===== src/rtl/vga_fb_scanout_if.sv =====
// Framebuffer read port between the scanout block and a synchronous RAM.
// Handshake: none. The master presents fb_addr from a register. The slave returns
// fb_data exactly one clk later. There is no valid/ready pair, and the RAM is
// assumed to accept an address on every clk.
interface vga_fb_scanout_if #(
  parameter int ADDRESS_WIDTH = 19,
  parameter int DATA_WIDTH    = 8
);
  logic [ADDRESS_WIDTH-1:0] fb_addr;
  logic [DATA_WIDTH-1:0]    fb_data;

  modport master (output fb_addr, input fb_data);
  modport slave  (input fb_addr, output fb_data);
endinterface


===== src/rtl/vga_fb_scanout.sv =====
// VGA framebuffer scanout: free-running raster counters, incremental framebuffer
// address generation, and a one-pixel-period output stage. The output stage
// expands RRRGGGBB bytes to 4:4:4 RGB, aligned with hsync/vsync.
// CLK_DIV must be >= 2 so that the RAM's 1-clk read latency fits inside a pixel.
module vga_fb_scanout #(
  parameter int H_ACTIVE      = 640,
  parameter int H_FP          = 16,
  parameter int H_SYNC        = 96,
  parameter int H_BP          = 48,
  parameter int V_ACTIVE      = 480,
  parameter int V_FP          = 10,
  parameter int V_SYNC        = 2,
  parameter int V_BP          = 33,
  parameter int CLK_DIV       = 4,
  parameter int ADDRESS_WIDTH = 19,
  parameter int DATA_WIDTH    = 8
) (
  input  logic                clk,
  input  logic                reset_n,
  vga_fb_scanout_if.master    fb,
  output logic                hsync,
  output logic                vsync,
  output logic [3:0]          vga_r,
  output logic [3:0]          vga_g,
  output logic [3:0]          vga_b,
  output logic                video_de,
  output logic                frame_start
);

  localparam int H_TOTAL = H_ACTIVE + H_FP + H_SYNC + H_BP;
  localparam int V_TOTAL = V_ACTIVE + V_FP + V_SYNC + V_BP;
  localparam int HW      = $clog2(H_TOTAL);
  localparam int VW      = $clog2(V_TOTAL);
  localparam int DW      = (CLK_DIV > 2) ? $clog2(CLK_DIV) : 1;

  localparam logic [DW-1:0] DIV_LAST   = DW'(CLK_DIV - 1);
  localparam logic [HW-1:0] H_LAST     = HW'(H_TOTAL - 1);
  localparam logic [HW-1:0] H_ACT      = HW'(H_ACTIVE);
  localparam logic [HW-1:0] H_ACT_LAST = HW'(H_ACTIVE - 1);
  localparam logic [HW-1:0] HS_BEG     = HW'(H_ACTIVE + H_FP);
  localparam logic [HW-1:0] HS_END     = HW'(H_ACTIVE + H_FP + H_SYNC);
  localparam logic [VW-1:0] V_LAST     = VW'(V_TOTAL - 1);
  localparam logic [VW-1:0] V_ACT      = VW'(V_ACTIVE);
  localparam logic [VW-1:0] V_ACT_LAST = VW'(V_ACTIVE - 1);
  localparam logic [VW-1:0] VS_BEG     = VW'(V_ACTIVE + V_FP);
  localparam logic [VW-1:0] VS_END     = VW'(V_ACTIVE + V_FP + V_SYNC);
  localparam logic [ADDRESS_WIDTH-1:0] ADDR_ONE = ADDRESS_WIDTH'(1);

  logic [DW-1:0]         div_cnt;
  logic [HW-1:0]         h_cnt;
  logic [VW-1:0]         v_cnt;
  logic                  pix_en;
  logic                  active;
  logic                  h_wrap;
  logic                  frame_wrap;
  logic                  last_active;
  logic [DATA_WIDTH-1:0] pix_byte;
  logic [11:0]           rgb_next;

  // Decode the current raster position and expand the RAM byte to 4:4:4.
  always_comb begin
    pix_en      = (div_cnt == DIV_LAST);
    active      = (h_cnt < H_ACT) && (v_cnt < V_ACT);
    h_wrap      = (h_cnt == H_LAST);
    frame_wrap  = h_wrap && (v_cnt == V_LAST);
    last_active = (h_cnt == H_ACT_LAST) && (v_cnt == V_ACT_LAST);
    pix_byte    = fb.fb_data;
    // Bit replication makes full-scale codes reach 4'hF and zero stay 4'h0.
    rgb_next    = {pix_byte[7:5], pix_byte[7],
                   pix_byte[4:2], pix_byte[4],
                   pix_byte[1:0], pix_byte[1:0]};
  end

  // Clock divider and free-running horizontal/vertical raster counters.
  always_ff @(posedge clk or negedge reset_n) begin
    if (!reset_n) begin
      div_cnt <= '0;
      h_cnt   <= '0;
      v_cnt   <= '0;
    end else begin
      div_cnt <= pix_en ? '0 : div_cnt + DW'(1);
      if (pix_en) begin
        if (h_wrap) begin
          h_cnt <= '0;
          v_cnt <= (v_cnt == V_LAST) ? '0 : v_cnt + VW'(1);
        end else begin
          h_cnt <= h_cnt + HW'(1);
        end
      end
    end
  end

  // Incremental address: advance past each visible pixel. On the final pixel it
  // stays at the last address so it never exceeds it, and it holds through
  // h-blank. It returns to 0 when leaving the last visible line, then sits at 0
  // through v-blank.
  always_ff @(posedge clk or negedge reset_n) begin
    if (!reset_n) begin
      fb.fb_addr <= '0;
    end else if (pix_en) begin
      if (active && !last_active) begin
        fb.fb_addr <= fb.fb_addr + ADDR_ONE;
      end else if (h_wrap && (v_cnt == V_ACT_LAST)) begin
        fb.fb_addr <= '0;
      end
    end
  end

  // Output stage: register the pre-edge position and fb_data so that sync,
  // enable and colour all describe the same pixel.
  always_ff @(posedge clk or negedge reset_n) begin
    if (!reset_n) begin
      hsync       <= 1'b1;
      vsync       <= 1'b1;
      vga_r       <= 4'h0;
      vga_g       <= 4'h0;
      vga_b       <= 4'h0;
      video_de    <= 1'b0;
      frame_start <= 1'b0;
    end else begin
      frame_start <= pix_en && frame_wrap;
      if (pix_en) begin
        hsync    <= !((h_cnt >= HS_BEG) && (h_cnt < HS_END));
        vsync    <= !((v_cnt >= VS_BEG) && (v_cnt < VS_END));
        video_de <= active;
        {vga_r, vga_g, vga_b} <= active ? rgb_next : 12'h000;
      end
    end
  end

endmodule


===== src/flat_wrapper.sv =====
// flat-port wrapper written by rule: the top's interface ports become plain ports
module vga_fb_scanout_flat 
#(
  parameter int H_ACTIVE      = 640,
  parameter int H_FP          = 16,
  parameter int H_SYNC        = 96,
  parameter int H_BP          = 48,
  parameter int V_ACTIVE      = 480,
  parameter int V_FP          = 10,
  parameter int V_SYNC        = 2,
  parameter int V_BP          = 33,
  parameter int CLK_DIV       = 4,
  parameter int ADDRESS_WIDTH = 19,
  parameter int DATA_WIDTH    = 8
)
  (clk, reset_n, hsync, vsync, vga_r, vga_g, vga_b, video_de, frame_start, fb_fb_addr, fb_fb_data);
  vga_fb_scanout_if #(.ADDRESS_WIDTH(ADDRESS_WIDTH), .DATA_WIDTH(DATA_WIDTH)) fb_i ();
  input  logic clk;
  input  logic reset_n;
  output logic hsync;
  output logic vsync;
  output logic [3:0] vga_r;
  output logic [3:0] vga_g;
  output logic [3:0] vga_b;
  output logic video_de;
  output logic frame_start;
  output wire logic [$bits(fb_i.fb_addr)-1:0] fb_fb_addr;
  input wire logic [$bits(fb_i.fb_data)-1:0] fb_fb_data;
  assign fb_fb_addr = fb_i.fb_addr;
  assign fb_i.fb_data = fb_fb_data;
  vga_fb_scanout #(.H_ACTIVE(H_ACTIVE), .H_FP(H_FP), .H_SYNC(H_SYNC), .H_BP(H_BP), .V_ACTIVE(V_ACTIVE), .V_FP(V_FP), .V_SYNC(V_SYNC), .V_BP(V_BP), .CLK_DIV(CLK_DIV), .ADDRESS_WIDTH(ADDRESS_WIDTH), .DATA_WIDTH(DATA_WIDTH)) u_core (.clk(clk), .reset_n(reset_n), .fb(fb_i), .hsync(hsync), .vsync(vsync), .vga_r(vga_r), .vga_g(vga_g), .vga_b(vga_b), .video_de(video_de), .frame_start(frame_start));
endmodule

===== config.mk =====
export PLATFORM = sky130hd
export DESIGN_NAME = vga_fb_scanout_flat
export DESIGN_NICKNAME = d
export VERILOG_FILES = /design/src/rtl/vga_fb_scanout_if.sv /design/src/rtl/vga_fb_scanout.sv /design/src/flat_wrapper.sv
export SDC_FILE = /design/constraint.sdc
export NUM_CORES = 1
export LEC_CHECK = 0
export ABC_AREA = 1
export BUFFER_PORTS_ARGS = -buffer_cell sky130_fd_sc_hd__buf_2
export CAP_MARGIN = 30
export CORE_AREA = 2 2 113 115
export CTS_CLUSTER_DIAMETER = 30
export DETAILED_ROUTE_END_ITERATION = 10
export DIE_AREA = 0 0 115 117
export HOLD_SLACK_MARGIN = 0.05
export SYNTH_ARGS = -nofsm -noshare
export SYNTH_HDL_FRONTEND = slang
export SYNTH_SLANG_ARGS = --single-unit

===== constraint.sdc =====
create_clock -name clk -period 3.8 [get_ports clk]
set_input_delay 0.38 -clock clk [delete_from_list [all_inputs] [get_ports clk]]
set_output_delay 0.38 -clock clk [all_outputs]
set_load 0.05 [all_outputs]

==> summary.md <==
| Metric | Value |
|---|---|
| Non-Filler Instances | 568 |
| DR iter-0 viols | 204 |
| Async set-reset flop share out of synthesis | 100% |
| Slew @ Worst Pin | 0.731 ns |
| Reg2Reg Launch Point | u_core.h_cnt[0] |
| Io pins | 45 |
| Synth Cell Area | 2990 um2 |
| Residual DRC | 0 |
| Vias | 2622 |
| R2r setup slk | 1.40 ns |
| Final cycle utilization of the critical path | 63.3% |
| CP Launch Point | u_core.h_cnt[0] |
| Hold_buf cts | 0 |
| PortBufs | 44 |
| Critical path peak fanout | 20 |
| Sw Ratio | 22.7% |
| Final RePlAce weighted congestion | 0.860 |
| Die Wd | 115 um |
| RSZ-0062 raised after global routing | false |
| Fmax | 416 MHz |
| Post-route ant nets | 0 |
| Clock Latency Late Sink | 0.30 ns |
| Syn Area/Cell | 7.84 um2 |
| Row count | 41 |
| Worst-path clk slew | 0.07 ns |
| Max VDD drop | 0.161 mV |
| Nets | 433 |
| DR WL/cell | 12.3 um |
| Clk sink count | 53 |
| Clock buffer depth | 2 |
| Setup TNS | 0 ns |
| Final Setup Violations | 0 |
| Synth Flop Type | dfrtp_1 |
| R2R Path End | u_core.fb.fb_addr[5] |
| Area grow syn2layout | 14.9% |
| Type of the worst setup path | reg -> reg |
| Slew Viols, Final | 0 |
| Die Area | 13500 um2 |
| Postcts setup bufs | 0 |
| Clock power share | 41.8% |
| Net switching power | 243 uW |
| Post-synthesis sequential area ratio | 44.5% |
| FILL cells | 1330 |
| Tmin final | 2.40 ns |
| Die height | 117 um |
| Core Area | 12300 um2 |
| Synthesis-stage register bit count | 53 |
| Root Buffer | clkbuf_16 |
| Number of synthesized flops with an enable pin | 0 |
| Aggregate global routing overflow | 0 |
| Cell variety after synth | 31 |
| Combinational power share | 4.8% |
| Post-Synthesis Cells | 381 |
| Leakage | 0.00163 uW |
| Resize count post-CTS | 0 |
| Yosys synthesis warning count | 0 |
| Placed Cells | 560 |
| Critical path arrival | 2.64 ns |
| Relative slew slack | 51.2% |
| Number of max-cap violations | 0 |
| PD cells | 311 nW/um2 |
| Number of hold violations in the final report | 0 |
| Worst Reg-to-Reg Cells | 9 |
| Worst Hold Margin | 0.209 ns |
| Fraction of layout cells with a size suffix above 1 | 16.3% |
| Status | finished, final reports clean |
| Largest net degree at the start of global routing | 54 |
| Drt via density | 4.62 |
| Antenna diode instance count | 0 |
| Total iterations of the first detailed-routing run | 6 |
| Power Internal | 825 uW |
| Critical Path RT | 4.04 ns |
| Reg power frac | 53.5% |
| Initial Util | 24.2% |
| Post-Route Skew | 0.0166 ns |
| Total CTS buffers | 5 |
| Vias in the first global route | 2517 |
| Routed wire length | 6960 um |
| HPWL Detailed | 5040 um |
| First-pass GRT wire length | 11800 um |
| GRT Total Usage | 11.0% |
| Syn nets | 397 |
| Tightest Hold Check Type | in -> async |
| Startpoint Class | flop |
| Critical Path End Type | flop |
| CTS tree | built |
| H-tree level count | 2 |
| Initial antenna violation count | 0 |
[routing by layer]
layer	wire length (um)	vias up	GRT usage, %
li1	-	1311	-
met4	84	0	3.69
met3	412	8	2.78
met5	0	-	0
met2	3350	62	18.2
met1	3120	1241	14.1
[cells in the final DEF (no fill, tap or decap)]
| cell | instances |
|---|---|
| nand2_1 | 91 |
| dfrtp_1 | 51 |
| nor2_1 | 47 |
| buf_2 | 44 |
| inv_1 | 39 |
| nand3_1 | 39 |
| o21ai_0 | 23 |
| nand4_1 | 16 |
| xor2_1 | 9 |
| a22o_1 | 8 |
| ha_1 | 6 |
| nor3_1 | 5 |
| clkbuf_16 | 5 |
| nor2_4 | 3 |
| nand2_4 | 3 |
| o21bai_1 | 3 |
| xnor2_1 | 3 |
| or2_2 | 3 |
| nor4_1 | 2 |
| nand2_2 | 2 |
| inv_2 | 2 |
| a31oi_1 | 2 |
| a21oi_1 | 2 |
| clkbuf_1 | 2 |
| dfstp_2 | 2 |
| nor3_2 | 1 |
| nor2_2 | 1 |
| o22a_1 | 1 |
| nand3b_1 | 1 |
| clkinvlp_4 | 1 |
| buf_4 | 1 |
[power groups by stage]
stage / combinational, uW / sequential, uW / clock, uW
2_1_floorplan: 15.4 / 597 / 0
6_report: 50.9 / 571 / 446
5_1_grt: 55.3 / 571 / 489
3_3_place_gp: 51.8 / 581 / 0
4_1_cts: 52.2 / 571 / 462
3_5_place_dp: 52.2 / 581 / 0
[final cells by class]
type                    instances  area, um2  area share [%]
clock inverters                 1       7.51           0.219
repair buffers                 45        228            6.64
multi-input cells             271       1390            40.6
inverters                      41        154            4.49
flip-flops and latches         53       1330            38.7
well taps                     150        188            5.47
clock buffers                   7        133            3.87
[sequential cells by signal, summed over array words and instances (netlist names)]
name,cells
u_core.video_de,1
u_core.div_cnt,2
u_core.vga_g,3
u_core.vga_r,3
u_core.vga_b,2
u_core.h_cnt,10
u_core.fb.fb_addr,19
u_core.hsync,1
u_core.vsync,1
u_core.frame_start,1
u_core.v_cnt,10
[how the worst max path moves through the flow]
stage	end	slack (ns)	cells past startpoint
after floorplan	u_core.fb.fb_addr[18]	1.97	8
after global placement	u_core.fb.fb_addr[5]	1.53	9
after detailed placement	u_core.fb.fb_addr[5]	1.43	9
after CTS	u_core.fb.fb_addr[5]	1.43	9
after global routing	u_core.fb.fb_addr[11]	1.09	9
final	u_core.fb.fb_addr[5]	1.40	9
[cell families (layout without fill, tap and decap cells)]
logic type,after synthesis,after routing,share of synthesized area [%]
xor gates and xnor gates,12,12,3.52
DFF,53,53,44.5
AOI/OAI and AO/OA,39,39,8.01
and+or+nand+nor,214,214,32.6
buffers and inverters,57,94,8.84
adders and majority gates,6,6,2.51
[metrics by stage]
| stage | cell area (um2) | util (%) | setup WS [ns] | power [uW] |
|---|---|---|---|---|
| finish | 3430 | 27.9 | 1.40 | 1070 |
| CTS | 3430 | 27.9 | 1.43 | 1090 |
| global placement | 3290 | 26.7 | 1.53 | 633 |
| floorplan | 2990 | - | 1.97 | 613 |
| detailed placement | 3290 | 26.7 | 1.43 | 634 |
| global route | 3430 | 27.9 | 1.09 | 1120 |
[cell usage after synthesis (2+ instances only)]
library cell  number  area (um2)
a21oi_1            2        10.0
a22o_1             8        70.1
a31oi_1            2        12.5
buf_2              7        35.0
buf_4              6        45.0
dfrtp_1           51        1280
dfstp_2            2        52.6
ha_1               6        75.1
inv_1             39         146
inv_2              2        7.51
nand2_1           91         342
nand2_2            2        12.5
nand2_4            3        33.8
nand3_1           39         195
nand4_1           16         100
nor2_1            47         176
nor2_4             3        33.8
nor3_1             5        25.0
nor4_1             2        12.5
o21ai_0           23         115
o21bai_1           3        22.5
or2_2              3        18.8
xnor2_1            3        26.3
xor2_1             9        78.8
[worst max-delay path, stage by stage, from the launching register on]
cell and delay [ns]:
dfrtp_1 0.37, ha_1 0.19, nand2_1 0.08, nor3_1 0.21, nand3_1 0.33, inv_2 0.29, nand2_1 0.49, nand2_4 0.24
nand2_1 0.08, nand2_1 0.06
(Power assumes the default switching activity.)
